==> src/rtl/gray_pkg.sv <==
// gray_pkg: shared Gray-code helpers and constants for the up/down Gray counter family.
// Latency: n/a (functions and constants only).
// Backpressure: n/a.
package gray_pkg;

  localparam int GRAY_MAX_WIDTH = 16;

  localparam logic MODE_UP   = 1'b1;
  localparam logic MODE_DOWN = 1'b0;

  // Callers zero-extend narrower values into 16 bits and slice the result back down.
  function automatic logic [GRAY_MAX_WIDTH-1:0] bin2gray(input logic [GRAY_MAX_WIDTH-1:0] b);
    return b ^ (b >> 1);
  endfunction

  // Inverse mapping: each binary bit is the XOR of all Gray bits at or above it.
  function automatic logic [GRAY_MAX_WIDTH-1:0] gray2bin(input logic [GRAY_MAX_WIDTH-1:0] g);
    logic [GRAY_MAX_WIDTH-1:0] b;
    b[GRAY_MAX_WIDTH-1] = g[GRAY_MAX_WIDTH-1];
    for (int i = GRAY_MAX_WIDTH - 2; i >= 0; i--) begin
      b[i] = b[i+1] ^ g[i];
    end
    return b;
  endfunction

endpackage

==> src/rtl/gray_step_checker.sv <==
// gray_step_checker: flags any count step whose Gray value changed in more than one bit.
// Latency: err rises one clk after the offending gray value appears; sticky until reset.
// Backpressure: none; observes every cycle.
module gray_step_checker #(
  parameter int WIDTH = 4
) (
  input  logic             clk,
  input  logic             reset,
  input  logic             valid_step,
  input  logic [WIDTH-1:0] gray,
  output logic             err
);

  logic [WIDTH-1:0] prev_gray_q, prev_gray_d;
  logic             step_q, step_d;
  logic             err_q, err_d;
  logic [WIDTH-1:0] diff;
  int unsigned      ones;

  // Compare the gray captured last cycle with the current one; only count steps are judged.
  always_comb begin
    prev_gray_d = gray;
    step_d      = valid_step;
    err_d       = err_q;
    diff        = prev_gray_q ^ gray;
    ones        = 0;
    for (int i = 0; i < WIDTH; i++) begin
      ones = ones + {31'b0, diff[i]};
    end
    if (step_q && (diff != '0) && (ones != 1)) begin
      err_d = 1'b1;
    end
  end

  // History registers and the sticky error flag.
  always_ff @(posedge clk) begin
    if (reset) begin
      prev_gray_q <= '0;
      step_q      <= 1'b0;
      err_q       <= 1'b0;
    end else begin
      prev_gray_q <= prev_gray_d;
      step_q      <= step_d;
      err_q       <= err_d;
    end
  end

  assign err = err_q;

endmodule

==> src/rtl/gray_updown_counter_n.sv <==
// gray_updown_counter_n: WIDTH-bit up/down Gray counter with load, enable, wrap/saturate, binary shadow.
// Latency: one clk from inputs to gray/bin/wrapped; tc is combinational from bin and mode.
// Backpressure: none; en=0 holds the count. Defining GRAY_STEP_CHECK_EN adds the sticky err output.
module gray_updown_counter_n
  import gray_pkg::*;
#(
  parameter int WIDTH     = 4,
  parameter int RESET_VAL = 0
) (
  input  logic             clk,
  input  logic             reset,
  input  logic             en,
  input  logic             mode,
  input  logic             wrap_en,
  input  logic             load,
  input  logic [WIDTH-1:0] load_bin,
  output logic [WIDTH-1:0] gray,
  output logic [WIDTH-1:0] bin,
  output logic             tc,
  output logic             wrapped
`ifdef GRAY_STEP_CHECK_EN
  ,
  output logic             err
`endif
);

  localparam logic [GRAY_MAX_WIDTH-1:0] RST_BIN_FULL  = GRAY_MAX_WIDTH'(RESET_VAL);
  localparam logic [GRAY_MAX_WIDTH-1:0] RST_GRAY_FULL = bin2gray(RST_BIN_FULL);
  localparam logic [WIDTH-1:0]          RST_BIN       = RST_BIN_FULL[WIDTH-1:0];
  localparam logic [WIDTH-1:0]          RST_GRAY      = RST_GRAY_FULL[WIDTH-1:0];

  logic [WIDTH-1:0] bin_q, bin_d;
  logic [WIDTH-1:0] gray_q, gray_d;
  logic             wrapped_q, wrapped_d;

  // Terminal count: about to leave the range in the current direction.
  assign tc = (mode == MODE_UP) ? (&bin_q) : ~(|bin_q);

  // Next count: load beats enable; at the boundary either wrap (with pulse) or saturate.
  // Gray is derived from the next binary value so the Gray register needs no decode on its output.
  always_comb begin
    bin_d     = bin_q;
    wrapped_d = 1'b0;
    if (load) begin
      bin_d = load_bin;
    end else if (en) begin
      if (!tc) begin
        bin_d = (mode == MODE_UP) ? bin_q + 1'b1 : bin_q - 1'b1;
      end else if (wrap_en) begin
        bin_d     = (mode == MODE_UP) ? '0 : '1;
        wrapped_d = 1'b1;
      end
    end
    gray_d = bin_d ^ (bin_d >> 1);
  end

  // Count, Gray and wrap-pulse registers; reset takes priority over everything.
  always_ff @(posedge clk) begin
    if (reset) begin
      bin_q     <= RST_BIN;
      gray_q    <= RST_GRAY;
      wrapped_q <= 1'b0;
    end else begin
      bin_q     <= bin_d;
      gray_q    <= gray_d;
      wrapped_q <= wrapped_d;
    end
  end

  assign bin     = bin_q;
  assign gray    = gray_q;
  assign wrapped = wrapped_q;

`ifdef GRAY_STEP_CHECK_EN
  logic valid_step;

  // A count step is an enabled edge that is neither a load nor a reset.
  assign valid_step = en & ~load & ~reset;

  gray_step_checker #(
    .WIDTH (WIDTH)
  ) u_step_checker (
    .clk        (clk),
    .reset      (reset),
    .valid_step (valid_step),
    .gray       (gray_q),
    .err        (err)
  );
`endif

endmodule
==> config.mk <==
export PLATFORM = sky130hd
export DESIGN_NAME = gray_updown_counter_n
export DESIGN_NICKNAME = d
export VERILOG_FILES = /design/src/rtl/gray_pkg.sv /design/src/rtl/gray_step_checker.sv /design/src/rtl/gray_updown_counter_n.sv
export SDC_FILE = /design/constraint.sdc
export NUM_CORES = 1
export LEC_CHECK = 0
export BUFFER_PORTS_ARGS = -buffer_cell sky130_fd_sc_hd__buf_2
export CAP_MARGIN = 20
export CORE_AREA = 2 2 39 41
export CTS_BUF_LIST = sky130_fd_sc_hd__clkbuf_4 sky130_fd_sc_hd__clkbuf_8
export CTS_CLUSTER_SIZE = 30
export DETAILED_ROUTE_END_ITERATION = 12
export DIE_AREA = 0 0 41 43
export PLACE_DENSITY = 0.71
export SLEW_MARGIN = 25
export SYNTH_ARGS = -nofsm -noshare
export SYNTH_HDL_FRONTEND = slang
export SYNTH_HIERARCHICAL = 1
export SYNTH_SLANG_ARGS = --single-unit
export TNS_END_PERCENT = 1
==> constraint.sdc <==
create_clock -name clk -period 2.1 [get_ports clk]
set_input_delay 0.42 -clock clk [delete_from_list [all_inputs] [get_ports clk]]
set_output_delay 0.42 -clock clk [all_outputs]
set_load 0.01 [all_outputs]
==> flow_summary_export.csv <==
group,metric,value,unit
power_and_ir_drop,vdd_drop_max,0.367,mV
detailed_routing,wl_met2,587,um
detailed_routing,drt-pass1-iter-count,4,
run,cap_violations,0,
logic_synthesis,ys.warnings.count,6,
cells_and_area,area_delta_synth_final,32.0,%
floorplan,die_w,41,um
sta,setup_slack,0.0891,ns
cells_and_area,diodes,0,
clocking,clock_sinks,8,
outcome,outcome,"finished, final reports clean",
logic_synthesis,netlist_instances,63,
detailed_routing,drt-initial-drc-count,7,
logic_synthesis,synth-seq-cells,8,
logic_synthesis,synthAdderAreaFrac,8.16,%
floorplan,core_area,1380,sq um
floorplan,die_h,43,um
sta,drv_slew,0,
grt,grt_pass1_wl,1930,um
power_and_ir_drop,intPower,0.327,mW
detailed_routing,drt_wl_total,1220,um
floorplan,row_count,14,
clocking,cts_tree,"built",
grt,grt_pass1_vias,492,
power_and_ir_drop,comb_power_share,38.1,%
place,preCtsSetupSlack,-0.0764,ns
grt,overflow,0,
detailed_routing,drc,0,
sta,rsz0062_at_grt,"false",
setup_path,endpoint_kind,"flip-flop",
sta,worstMarginPinSlew,0.403,ns
cells_and_area,final_common_cell,"buf_2",
floorplan,die_area,1760,sq um
clocking,clock_latency,0.25,ns
logic_synthesis,synth_xor_area_share,9.52,%
power_and_ir_drop,powerDensity,647,nW/um^2
cells_and_area,layout_common_cells,"buf_2 (19), nor2_1 (11), buf_4 (8)",
power_and_ir_drop,power_frac_seq,38.2,%
setup_path,cp.arrival,2.15,ns
logic_synthesis,synth_nets,76,
hold_path,hold_class,"primary input to flip-flop",
clocking,cts_buffers,3,
cells_and_area,drive_gt1_share,43.3,%
sta,finalHoldViolCount,0,
sta,maxSlewHeadroom,72.9,%
logic_synthesis,synth_mux_area_share,1.81,%
detailed_routing,dr_wl_met3,68,um
clocking,cts_setup_buffers,0,
grt,grt_use_total,16.4,%
place,gp_congestion,0.753,
clocking,cts_hold_buf,0,
detailed_routing,final_antenna_net_count,0,
detailed_routing,routedLengthMet1,532,um
detailed_routing,top_layer_used,"met4",
sta,fin_skew,0.00208,ns
cells_and_area,fillCellCount,131,
detailed_routing,avgRoutedWirePerCell,11.5,um
setup_path,required,2.24,ns
place,dp.cells,103,
grt,grt_max_degree,9,
grt,antenna_found_initial,0,
sta,fin_crit_sh,95.8,%
setup_path,cp_max_fo,6,
floorplan,start_util,39.9,%
clocking,cts_resized,0,
sta,whs,0.435,ns
clocking,cts_max_path_buffers,2,
sta,fin_crit,2.01,ns
floorplan,io_pins,20,
setup_path,critical_path_class,"flip-flop to flip-flop",
logic_synthesis,synth-compound-area-share,22.0,%
clocking,cts_root_buf,"clkbuf_4",
place,io_buffers,19,
detailed_routing,via_per_inst,5.04,
power_and_ir_drop,power_switching,0.145,mW
logic_synthesis,synth_cell_type_count,27,
power_and_ir_drop,p_leak,0.355,nW
setup_path,cp-start-kind,"flip-flop",
logic_synthesis,synth_area_per_cell,8.76,sq um
power_and_ir_drop,power_frac_clock,23.7,%
logic_synthesis,synth_simple_gate_area_share,21.3,%
cells_and_area,final_cells,106,
clocking,htree_levels,1,
sta,fmax,497,MHz
sta,finalSetupViolCount,0,
cells_and_area,fin_nets,105,
clocking,clk_pin_slew_worst_paths,0.05,ns
place,dpl.hpwl,1010,um
power_and_ir_drop,power.share.switching,30.7,%
logic_synthesis,synth_top_family_by_area,"compound AO/OA/AOI/OAI gates",
logic_synthesis,netlist_area,552,sq um
detailed_routing,vias,534,
logic_synthesis,ys_seq_area_share,29.0,%
per-stage QoR:
step / util, % / TNS, ns / power, mW / cell area (sq um)
floorplan: - / 0 / 0.297 / 553
CTS: 52.4 / 0 / 0.478 / 724
detailed placement: 50.7 / -0.148 / 0.362 / 702
global placement: 50.7 / -0.0621 / 0.358 / 702
finish: 52.6 / 0 / 0.471 / 728
global route: 52.6 / 0 / 0.503 / 728
cells by family (layout without fill, tap and decap cells):
family | Yosys count | count (layout)
AOI/OAI and AO/OA | 14 | 14
buffers and inverters | 8 | 35
xor gates and xnor gates | 6 | 6
DFF | 8 | 8
and+or+nand+nor | 23 | 23
muxes | 1 | 1
adders and majority gates | 3 | 3
Yosys cell counts:
master / instances / share of area [%]
o221a_4: 1 / 3.6
or4_4: 1 / 2.0
clkbuf_4: 1 / 1.4
buf_4: 1 / 1.4
and2_1: 1 / 1.1
o22ai_1: 1 / 1.1
o22ai_4: 1 / 3.6
o31ai_1: 2 / 2.7
xnor2_1: 6 / 9.5
o21a_1: 1 / 1.4
inv_1: 5 / 3.4
and4bb_2: 1 / 2.3
nand4_1: 1 / 1.1
fa_1: 1 / 3.6
clkdlybuf4s50_2: 1 / 2.0
mux2i_1: 1 / 1.8
o311a_2: 1 / 2.0
ha_1: 2 / 4.5
a41oi_1: 1 / 1.6
nor2_1: 11 / 7.5
nand2_1: 6 / 4.1
and2b_2: 1 / 1.6
o21ai_0: 2 / 1.8
or4_2: 1 / 1.6
a21o_1: 1 / 1.4
dfxtp_1: 8 / 29
a21oi_1: 3 / 2.7
routing by layer:
layer	up-vias	GRT usage, %
li1	271	-
met3	4	8.38
met2	18	26.6
met1	241	17.1
met5	-	0
met4	0	6.00
power by group through the flow:
stage | Combinational, mW | Clock (mW) | Sequential, mW
2_1_floorplan | 0.103 | 0 | 0.194
4_1_cts | 0.181 | 0.118 | 0.180
6_report | 0.179 | 0.112 | 0.180
3_5_place_dp | 0.180 | 0 | 0.183
5_1_grt | 0.200 | 0.121 | 0.182
3_3_place_gp | 0.175 | 0 | 0.183
worst max-delay path, cell delays in order (launching register included):
cell and delay [ns]:
dfxtp_4 0.36, inv_1 0.06, fa_1 0.44, or4_2 0.64
o311a_2 0.16, xnor2_1 0.18, nor2_1 0.06
registers in the layout, indices dropped and copies added (netlist names):
register	flops
bin	4
gray	3
wrapped	1
final timing paths:
kind,from,endpoint,slack [ns],cells past startpoint
max,bin[1],gray[1],0.09,6
min,reset,bin[3],0.43,2
max reg2reg,bin[1],gray[1],0.09,6
min reg2reg,bin[0],bin[0],0.69,3
cell type report:
class,instances,area [sq um],area share [%]
Tap cell,16,20.0,2.75
Timing Repair Buffer,27,155,21.3
Inverter,5,18.8,2.58
Sequential cell,8,165,22.7
Clock buffer,3,22.5,3.09
Multi-Input combinational cell,47,347,47.6
Power figures use the tool's default switching activity.
